--- config.mk ---
export PLATFORM = sky130hd
export DESIGN_NAME = hazard_controller_flat
export DESIGN_NICKNAME = d
export VERILOG_FILES = /design/src/rtl/hazard_controller_if.sv /design/src/rtl/hazard_controller.sv /design/src/flat_wrapper.sv
export SDC_FILE = /design/constraint.sdc
export NUM_CORES = 1
export LEC_CHECK = 0
export BUFFER_PORTS_ARGS = -buffer_cell sky130_fd_sc_hd__buf_2
export CAP_MARGIN = 20
export CELL_PAD_IN_SITES_DETAIL_PLACEMENT = 1
export CELL_PAD_IN_SITES_GLOBAL_PLACEMENT = 1
export CORE_MARGIN = 8
export CORE_UTILIZATION = 35
export CTS_CLUSTER_DIAMETER = 200
export DETAILED_ROUTE_END_ITERATION = 10
export PLACE_DENSITY_LB_ADDON = 0.1
export SLEW_MARGIN = 25
export SYNTH_ARGS = -nofsm -noshare
export SYNTH_HDL_FRONTEND = slang
export SYNTH_SLANG_ARGS = --single-unit
--- constraint.sdc ---
create_clock -name clk -period 1.75 [get_ports clk]
set_input_delay 0.2625 -clock clk [delete_from_list [all_inputs] [get_ports clk]]
set_output_delay 0.2625 -clock clk [all_outputs]
set_load 0.03 [all_outputs]
--- src/rtl/hazard_controller_if.sv ---
// Bundle between the ID-stage decode and the hazard controller: ID
// instruction fields and pipeline commands in, stall/bubble/forward controls out.
interface hazard_controller_if #(
   parameter int REG_AW = 5,
   parameter int CNT_W  = 16
);
   logic              id_valid;
   logic [REG_AW-1:0] id_rs1;
   logic [REG_AW-1:0] id_rs2;
   logic              id_use_rs1;
   logic              id_use_rs2;
   logic [REG_AW-1:0] id_rd;
   logic              id_reg_w_en;
   logic              id_is_load;
   logic              flush;
   logic              mem_busy;
   logic              pc_hold;
   logic              ex_bubble;
   logic              pipe_freeze;
   logic [1:0]        fwd_rs1_sel;
   logic [1:0]        fwd_rs2_sel;
   logic [CNT_W-1:0]  stall_cnt;

   modport master (
      output id_valid, id_rs1, id_rs2, id_use_rs1, id_use_rs2,
      output id_rd, id_reg_w_en, id_is_load, flush, mem_busy,
      input  pc_hold, ex_bubble, pipe_freeze, fwd_rs1_sel, fwd_rs2_sel, stall_cnt
   );

   modport slave (
      input  id_valid, id_rs1, id_rs2, id_use_rs1, id_use_rs2,
      input  id_rd, id_reg_w_en, id_is_load, flush, mem_busy,
      output pc_hold, ex_bubble, pipe_freeze, fwd_rs1_sel, fwd_rs2_sel, stall_cnt
   );
endinterface

--- src/rtl/hazard_controller.sv ---
// Hazard controller for the 5-stage pipeline: tracks EX/MEM destinations,
// raises load-use stalls, bubbles and flushes, registers EX forwarding
// selects, and counts stall cycles (saturating).
module hazard_controller #(
   parameter int REG_AW = 5,
   parameter int CNT_W  = 16
) (
   input logic                clk,
   input logic                rst_n,
   hazard_controller_if.slave bus
);
   // The MEM stage needs no load flag: a load in MEM is forwarded from WB
   // one cycle later like any other result.
   logic              ex_v;
   logic              ex_wen;
   logic              ex_load;
   logic [REG_AW-1:0] ex_rd;
   logic              mem_v;
   logic              mem_wen;
   logic [REG_AW-1:0] mem_rd;

   logic [1:0]        fwd_rs1_q;
   logic [1:0]        fwd_rs2_q;
   logic [CNT_W-1:0]  stall_cnt_q;

   logic              ex_match_rs1;
   logic              ex_match_rs2;
   logic              mem_match_rs1;
   logic              mem_match_rs2;
   logic              luse;
   logic              pc_hold;
   logic              ex_bubble;

   // Compare the ID sources against in-flight writers; x0 never matches.
   always_comb begin
      ex_match_rs1  = bus.id_valid && bus.id_use_rs1 && ex_v && ex_wen &&
                      (ex_rd == bus.id_rs1) && (bus.id_rs1 != '0);
      ex_match_rs2  = bus.id_valid && bus.id_use_rs2 && ex_v && ex_wen &&
                      (ex_rd == bus.id_rs2) && (bus.id_rs2 != '0);
      mem_match_rs1 = bus.id_valid && bus.id_use_rs1 && mem_v && mem_wen &&
                      (mem_rd == bus.id_rs1) && (bus.id_rs1 != '0);
      mem_match_rs2 = bus.id_valid && bus.id_use_rs2 && mem_v && mem_wen &&
                      (mem_rd == bus.id_rs2) && (bus.id_rs2 != '0);
      luse          = (ex_match_rs1 || ex_match_rs2) && ex_load;
   end

   // Pipeline control in priority order: memory freeze, then flush, then load-use.
   always_comb begin
      pc_hold   = 1'b0;
      ex_bubble = 1'b0;
      if (bus.mem_busy) begin
         pc_hold   = 1'b0;
         ex_bubble = 1'b0;
      end else if (bus.flush) begin
         ex_bubble = 1'b1;
      end else if (luse) begin
         pc_hold   = 1'b1;
         ex_bubble = 1'b1;
      end
   end

   assign bus.pc_hold     = pc_hold;
   assign bus.ex_bubble   = ex_bubble;
   assign bus.pipe_freeze = bus.mem_busy;
   assign bus.fwd_rs1_sel = fwd_rs1_q;
   assign bus.fwd_rs2_sel = fwd_rs2_q;
   assign bus.stall_cnt   = stall_cnt_q;

   // Advance the EX/MEM destination trackers, inserting a bubble when asked.
   always_ff @(posedge clk) begin
      if (!rst_n) begin
         ex_v    <= 1'b0;
         ex_wen  <= 1'b0;
         ex_load <= 1'b0;
         ex_rd   <= '0;
         mem_v   <= 1'b0;
         mem_wen <= 1'b0;
         mem_rd  <= '0;
      end else if (!bus.mem_busy) begin
         mem_v   <= ex_v;
         mem_wen <= ex_wen;
         mem_rd  <= ex_rd;
         if (ex_bubble) begin
            ex_v    <= 1'b0;
            ex_wen  <= 1'b0;
            ex_load <= 1'b0;
            ex_rd   <= '0;
         end else begin
            ex_v    <= bus.id_valid;
            ex_wen  <= bus.id_reg_w_en && bus.id_valid;
            ex_load <= bus.id_is_load && bus.id_valid;
            ex_rd   <= bus.id_rd;
         end
      end
   end

   // Register forwarding selects for the instruction entering EX; the
   // youngest producer (currently in EX, moving to MEM) wins.
   always_ff @(posedge clk) begin
      if (!rst_n) begin
         fwd_rs1_q <= 2'b00;
         fwd_rs2_q <= 2'b00;
      end else if (!bus.mem_busy) begin
         if (ex_bubble)          fwd_rs1_q <= 2'b00;
         else if (ex_match_rs1)  fwd_rs1_q <= 2'b01;
         else if (mem_match_rs1) fwd_rs1_q <= 2'b10;
         else                    fwd_rs1_q <= 2'b00;

         if (ex_bubble)          fwd_rs2_q <= 2'b00;
         else if (ex_match_rs2)  fwd_rs2_q <= 2'b01;
         else if (mem_match_rs2) fwd_rs2_q <= 2'b10;
         else                    fwd_rs2_q <= 2'b00;
      end
   end

   // Saturating count of stalled cycles for performance debug.
   always_ff @(posedge clk) begin
      if (!rst_n) begin
         stall_cnt_q <= '0;
      end else if (!bus.mem_busy && pc_hold && (stall_cnt_q != '1)) begin
         stall_cnt_q <= stall_cnt_q + CNT_W'(1);
      end
   end
endmodule

--- src/flat_wrapper.sv ---
// flat-port wrapper written by rule: the top's interface ports become plain ports
module hazard_controller_flat 
#(
   parameter int REG_AW = 5,
   parameter int CNT_W  = 16
)
  (clk, rst_n, bus_id_valid, bus_id_rs1, bus_id_rs2, bus_id_use_rs1, bus_id_use_rs2, bus_id_rd, bus_id_reg_w_en, bus_id_is_load, bus_flush, bus_mem_busy, bus_pc_hold, bus_ex_bubble, bus_pipe_freeze, bus_fwd_rs1_sel, bus_fwd_rs2_sel, bus_stall_cnt);
  hazard_controller_if #(.REG_AW(REG_AW), .CNT_W(CNT_W)) bus_i ();
  input logic clk;
  input logic rst_n;
  input wire logic [$bits(bus_i.id_valid)-1:0] bus_id_valid;
  input wire logic [$bits(bus_i.id_rs1)-1:0] bus_id_rs1;
  input wire logic [$bits(bus_i.id_rs2)-1:0] bus_id_rs2;
  input wire logic [$bits(bus_i.id_use_rs1)-1:0] bus_id_use_rs1;
  input wire logic [$bits(bus_i.id_use_rs2)-1:0] bus_id_use_rs2;
  input wire logic [$bits(bus_i.id_rd)-1:0] bus_id_rd;
  input wire logic [$bits(bus_i.id_reg_w_en)-1:0] bus_id_reg_w_en;
  input wire logic [$bits(bus_i.id_is_load)-1:0] bus_id_is_load;
  input wire logic [$bits(bus_i.flush)-1:0] bus_flush;
  input wire logic [$bits(bus_i.mem_busy)-1:0] bus_mem_busy;
  output wire logic [$bits(bus_i.pc_hold)-1:0] bus_pc_hold;
  output wire logic [$bits(bus_i.ex_bubble)-1:0] bus_ex_bubble;
  output wire logic [$bits(bus_i.pipe_freeze)-1:0] bus_pipe_freeze;
  output wire logic [$bits(bus_i.fwd_rs1_sel)-1:0] bus_fwd_rs1_sel;
  output wire logic [$bits(bus_i.fwd_rs2_sel)-1:0] bus_fwd_rs2_sel;
  output wire logic [$bits(bus_i.stall_cnt)-1:0] bus_stall_cnt;
  assign bus_i.id_valid = bus_id_valid;
  assign bus_i.id_rs1 = bus_id_rs1;
  assign bus_i.id_rs2 = bus_id_rs2;
  assign bus_i.id_use_rs1 = bus_id_use_rs1;
  assign bus_i.id_use_rs2 = bus_id_use_rs2;
  assign bus_i.id_rd = bus_id_rd;
  assign bus_i.id_reg_w_en = bus_id_reg_w_en;
  assign bus_i.id_is_load = bus_id_is_load;
  assign bus_i.flush = bus_flush;
  assign bus_i.mem_busy = bus_mem_busy;
  assign bus_pc_hold = bus_i.pc_hold;
  assign bus_ex_bubble = bus_i.ex_bubble;
  assign bus_pipe_freeze = bus_i.pipe_freeze;
  assign bus_fwd_rs1_sel = bus_i.fwd_rs1_sel;
  assign bus_fwd_rs2_sel = bus_i.fwd_rs2_sel;
  assign bus_stall_cnt = bus_i.stall_cnt;
  hazard_controller #(.REG_AW(REG_AW), .CNT_W(CNT_W)) u_core (.clk(clk), .rst_n(rst_n), .bus(bus_i));
endmodule
# After elaboration in Yosys (flattened, before gate mapping)
# Index checks and enable logic that the tools add are counted.
dict set report classes {
  muxes 15
  eq_ne 5
  n_reduce_logical 27
  n_addsub 1
}
# op count
set ops {}
lappend ops {{$logic_and A1 B1 Y1} 23}
lappend ops {{$eq A5 B5 Y1} 4}
lappend ops {{$add A16 B1 Y16 const B} 1}
lappend ops {{$ne A16 B16 Y1 const B} 1}
lappend ops {{$mux W2} 6}
lappend ops {{$reduce_bool A5 Y1} 2}
lappend ops {{$mux W1} 8}
lappend ops {{$mux W5} 1}
lappend ops {{$logic_not A1 Y1} 1}
lappend ops {{$logic_or A1 B1 Y1} 1}
dict set report word_totals {
  register_bits 35
  wordCells 58
  output_inout_bits 23
}

# Depth between registers and ports, before layout
dict set report logic_depth {
  ltp_word 12
  depth_mapped 8
  depth_no_buf 7
}

# Worst setup path before layout
# OpenSTA, ideal clock, no wires.
dict set report synth_timing {
  path_kind {reg2out}
  startpoint {reg u_core.ex_rd[2]}
  endpoint {out bus_ex_bubble}
  arrival_ns 1.877
  stages_incl_launch_ff 8
  setup_slack_ns -0.390
  cell_sequence {dfxtp_1 > buf_6 > xnor2_1 > nand2_1 > or3b_2 > o31ai_1 > a21oi_1 > nor2_1}
}
dict set report synth_between {
  elab_chain_cells 8
  word_cells_on_any_way 11
  cone_classes {2 x eq/ne; 3 x mux; 6 x reduce/logical}
}
# item line
set synth_lines {}
lappend synth_lines {{start: declaration} hazard_controller.sv:17} ;# logic [REG_AW-1:0] ex_rd;
lappend synth_lines {{start signal: assignment} hazard_controller.sv:92} ;# ex_rd <= bus.id_rd;
lappend synth_lines {{$eq A5 B5 Y1, on equally long branches} {hazard_controller.sv:37, hazard_controller.sv:39}}
lappend synth_lines {{$logic_and A1 B1 Y1, on equally long branches} {hazard_controller.sv:36, hazard_controller.sv:38}}
lappend synth_lines {{$logic_and A1 B1 Y1, on equally long branches} {hazard_controller.sv:37, hazard_controller.sv:39}}
lappend synth_lines {{$logic_or A1 B1 Y1 *} hazard_controller.sv:44} ;# luse = (ex_match_rs1 || ex_match_rs2) && ex_load;
lappend synth_lines {{$logic_and A1 B1 Y1 *} hazard_controller.sv:44}
lappend synth_lines {{$mux W1 *} hazard_controller.sv:56} ;# end else if (luse) begin
lappend synth_lines {{$mux W1 *} hazard_controller.sv:54} ;# end else if (bus.flush) begin
lappend synth_lines {{$mux W1 *} hazard_controller.sv:51} ;# if (bus.mem_busy) begin
lappend synth_lines {{end: declaration} flat_wrapper.sv:22} ;# output wire logic [$bits(bus_i.ex_bubble)-1:0] bus_ex_bubble;
# Mark *: on every way between the ends. The rest lies on a longest branch, timed or not.

# Worst setup path in the final report
dict set report layout_timing {
  startpoint {reg u_core.ex_rd[0]}
  endpoint {reg u_core.stall_cnt_q[12], in the netlist u_core.bus.stall_cnt[12]}
}
dict set report layout_between {
  elab_chain_cells 10
  word_cells_on_any_way 13
  cone_classes {2 x eq/ne; 3 x mux; 8 x reduce/logical}
}
# item line
set layout_lines {}
lappend layout_lines {{$eq A5 B5 Y1, on equally long branches} {hazard_controller.sv:37, hazard_controller.sv:39}}
lappend layout_lines {{$logic_and A1 B1 Y1, on equally long branches} {hazard_controller.sv:36, hazard_controller.sv:38}}
lappend layout_lines {{$logic_and A1 B1 Y1, on equally long branches} {hazard_controller.sv:37, hazard_controller.sv:39}}
lappend layout_lines {{$logic_or A1 B1 Y1 *} hazard_controller.sv:44}
lappend layout_lines {{$logic_and A1 B1 Y1 *} hazard_controller.sv:44}
lappend layout_lines {{$mux W1 *} hazard_controller.sv:56}
lappend layout_lines {{$mux W1 *} hazard_controller.sv:54}
lappend layout_lines {{$mux W1 *} hazard_controller.sv:51}
lappend layout_lines {{$logic_and A1 B1 Y1 * (2 in a row)} hazard_controller.sv:120} ;# end else if (!bus.mem_busy && pc_hold && (stall_cnt_q != '1)) begin
lappend layout_lines {{end signal: assignment} hazard_controller.sv:121} ;# stall_cnt_q <= stall_cnt_q + CNT_W'(1);
lappend layout_lines {{end: declaration} hazard_controller.sv:24} ;# logic [CNT_W-1:0] stall_cnt_q;
# Marks and branches as above.
# A chain may end at the register's enable or synchronous reset.

==> metrics.md <==
| Metric | Value |
|---|---|
| Number of cells on the worst hold path | `3` |
| Launch instance of the worst register-to-register path | `u_core.ex_rd[0]` |
| Synth Area in Simple Gates | `a little over a quarter` |
| DIE AREA | `approximately 8000 µm²` |
| Sequential cell area fraction in the yosys report | `37.1%` |
| Dpl hpwl | `approximately 4700 µm` |
| Placed Cells | `between 300 and 400` |
| Final nets | `340` |
| Area of placed instances | `approximately 2600 µm²` |
| Starting density of the core | `36.6%` |
| Net count of the mapped netlist | `242` |
| Capturing point of the worst reg2reg path | `u_core.bus.stall_cnt[12]` |
| Count of cells along the worst register-to-register path | `9` |
| Xor/xnor cell area share of the yosys netlist | `between 10 and 15%` |
| Global-route wire length before repair | `9970 µm` |
| Worst max-slew margin expressed relative to the limit | `between 70 and 80%` |
| Clock tree root driver cell | `sky130_fd_sc_hd__clkbuf_8` |
| Final weighted congestion in routability-driven placement | `between 0.8 and 0.9` |
| Largest stage delay, worst path | `between 0.3 and 0.4 ns` |
| Number of endpoints failing setup at the final stage | `30` |
| Async S/R FF share, synth | `0%` |
| First-iteration detailed-routing DRC count | `37` |
| Worst-path clk slew | `approximately 0.070 ns` |
| Commonest non-fill, non-tap cell in the layout | `sky130_fd_sc_hd__buf_4` |
| Worst hold margin | `around 0.21 ns` |
| Clk buf depth | `2` |
| Class of the most critical hold timing path | `input port to flop` |
| First-pass DRT Iterations | `4` |
| Highest-count cells in the layout ignoring fill and taps | `46 x sky130_fd_sc_hd__buf_4, 44 x sky130_fd_sc_hd__buf_2, 30 x sky130_fd_sc_hd__dfxtp_1` |
| Post-DR wirelength/cell | `between 15 and 20 µm` |
| Number of global-route vias before repair | `just over 2000` |
| Count of hold buffers inserted by post-cts repair | `0` |
| Startpoint Class | `flop` |
| Adder and majority cell fraction of the synthesized area | `0.662%` |
| Vias | `just over 2000` |
| Clock buffers created by TritonCTS | `5` |
| Largest family of logic cells by synthesized area | `simple AND/OR/NAND/NOR gates` |
| Setup repair after global routing missed its margin | `yes` |
| Hold path startpoint | `bus_id_rd[2]` |
| Number of violations of the max-capacitance limit | `0` |
| Placeable core region | `5170 µm²` |
| Number of cells produced by synthesis | `217` |
| Worst EP arrival | `~2.4 ns` |
| Critical path class | `flop to flop` |
| Number of DRC violations after detailed routing | `0` |
| Outcome | `finished, violations left` |
| Hold violation count in the final report | `0` |
| Average via count per standard cell | `roughly 5.3` |
| Total number of H-tree levels | `2` |
| Total standard cell area after synthesis | `1890 µm²` |
| Top-Level Pins | `47` |
| Violated checks | `setup timing` |
| Multiplexer area fraction after synthesis | `7.41%` |
| Flop and latch count out of synthesis | `35` |
| Total global routing track utilization | `between 10% and 20%` |
| Post-synth EDFFs | `0` |
| Ratio of total power to cell area | `just under 600 nW/µm²` |
| Buffers on Ports | `46` |
| WP data required | `~1.9 ns` |
| Average size of a mapped cell | `about 8.7 µm²` |
| CTS tree | `done` |
| Hold Crit Endpoint | `u_core.ex_rd[2]` |
| Sinks on Clock Net | `35` |
| Worst Max-Slew Pin Slew | `0.399 ns` |
| Compound-gate portion of the synthesized area | `between 10% and 20%` |
| Peak clock frequency supported by timing | `between 0.4 and 0.5 GHz` |
| Antenna Violating Nets Remaining | `0` |
| Congestion Overflow GR | `0` |
| Setup slack of the most critical reg-to-reg path | `-0.43 ns` |
| Maximum number of pins on one net before global-route repair | `26` |
| P_leak | `about 1.3 nW` |
| Floorplan die height | `89.5 µm` |
| Worst Setup End Kind | `flop` |
| Total length of routed wires | `about 7000 µm` |
| Total chip power | `approximately 1.7 mW` |
| Final worst-path setup slack | `-0.431 ns` |
| Die span in x | `89.5 µm` |
| Most frequently used flop master after synthesis | `sky130_fd_sc_hd__dfxtp_1` |
| Unique masters post-synth | `40` |
| Largest voltage drop on the vdd net | `between 0.4 and 0.5 mV` |
| Area of all placed cells without fillers | `a little under 3000 µm²` |
| Clock latency at the later pin of the worst-skew pair | `between 0.2 and 0.3 ns` |
| Setup Skew | `0.00529 ns` |
| FP Rows | `26` |
| Number of diodes | `0` |
| Highest-delay cell along the critical path | `sky130_fd_sc_hd__dfxtp_4` |
| Share of layout cells above drive strength 1 | `just under 50%` |
| Yosys warning count | `0` |
| Top cell by count, worst path | `sky130_fd_sc_hd__buf_12` |
| Post-Layout Cell Count | `roughly 390` |
| Number of pins exceeding their max-slew limit in the final report | `0` |
| Layout overhead on the synthesized area | `57.0%` |
| Period utilisation layout | `125%` |
| Minimum period implied by the final worst setup slack | `approximately 2.2 ns` |
| Number of antenna violations at the first check in global routing | `0` |
| Critical path, cell by cell | `buf_6 -> xnor2_4 -> nand4_1 -> nor4_4 -> o211ai_2 -> buf_12 -> buf_12 -> o31ai_1 -> a21oi_2` |
| Crit path max fanout | `13` |
-- Yosys cell counts, drive strengths merged (2+ instances only) --
cell	n	area (µm²)
and2	2	15.0
dfxtp	35	701
xor2	7	61.3
or4	7	57.6
mux2i	14	140
buf	5	41.3
or3	8	50.1
and2b	2	17.5
o211ai	4	40.0
nand3	8	40.0
nand4	9	56.3
a22oi	4	30.0
inv	4	15.0
o21ai	9	45.0
nor2	29	109
o31ai	5	37.5
a21oi	16	80.1
clkbuf	3	11.3
nand2b	2	12.5
xnor2	15	131
nor4	4	37.5
nand2	10	37.5
and3	4	25.0
-- logic make-up (layout without fill, tap and decap cells) --
group,after synthesis,count (layout)
compound gates,42,42
xor+xnor,22,22
fa+ha+maj,1,1
buf+inv,13,111
flops,35,35
mux,14,14
simple gates,90,90
-- where the power goes --
| part | switching (mW) | internal [mW] | leakage, nW | total [mW] |
|---|---|---|---|---|
| clock | 0.287 | 0.309 | 0.0470 | 0.596 |
| sequential | 0.0179 | 0.807 | 0.286 | 0.825 |
| combinational | 0.139 | 0.151 | 0.955 | 0.290 |
| total | 0.444 | 1.27 | 1.29 | 1.71 |
-- flip-flops by register name, indices dropped and copies added (netlist names) --
register                count
u_core.bus.stall_cnt       16
u_core.bus.fwd_rs1_sel      2
u_core.ex_wen               1
u_core.bus.fwd_rs2_sel      2
u_core.mem_wen              1
u_core.ex_v                 1
u_core.mem_v                1
u_core.mem_rd               5
u_core.ex_load              1
u_core.ex_rd                5
-- what timing repair did --
item	CTS	global route
resized for setup	13	34
pin swaps	9	8
endpoints found under the hold margin	0	0
setup buffers	4	4
endpoints found under the setup margin	30	30
-- critical path: cells and delay by family, from the launching register on --
family / cells / cell delay [ns]
simple gates: 2 / 0.52
xor+xnor: 1 / 0.16
compound gates: 3 / 0.57
buf+inv: 3 / 0.43
flops: 1 / 0.37
-- worst max-delay path by stage --
| stage | start | endpoint | slack [ns] | depth (start not counted) |
|---|---|---|---|---|
| finish | u_core.ex_rd[0] | u_core.bus.stall_cnt[12] | -0.43 | 9 |
| global route | u_core.ex_rd[0] | u_core.bus.stall_cnt[12] | -0.51 | 9 |
| CTS | u_core.ex_rd[1] | bus_ex_bubble | -0.46 | 7 |
| detailed placement | bus_id_rs1[3] | u_core.bus.stall_cnt[15] | -0.40 | 8 |
| global placement | bus_id_rs1[0] | u_core.bus.stall_cnt[15] | -0.32 | 8 |
| floorplan | bus_id_rs1[1] | u_core.bus.stall_cnt[1] | -0.10 | 7 |
-- cell type report --
cell class | count | area (µm²)
sequential | 35 | 714
fill | 604 | 2200
inverter | 4 | 15.0
clock buffer | 6 | 82.6
tap | 70 | 87.6
timing repair buffer | 100 | 704
clock inverter | 1 | 5.00
multi-input combinational | 169 | 1360
-- through the flow --
step | setup TNS [ns] | util [%] | worst slack (ns)
2_1_floorplan | -0.513 | - | -0.102
3_3_place_gp | -7.24 | 49.8 | -0.322
3_5_place_dp | -8.63 | 49.8 | -0.398
4_1_cts | -5.32 | 53.4 | -0.463
5_1_grt | -8.10 | 57.4 | -0.505
6_report | -5.92 | 57.4 | -0.431
-- routing by layer --
metal,share of wire [%],track usage [%],vias up
met2,51,27.4,45
met4,1.3,4.83,0
li1,-,-,986
met3,5.4,3.40,10
met5,0,0,-
met1,43,19.7,981
Power figures use the tool's default switching activity.
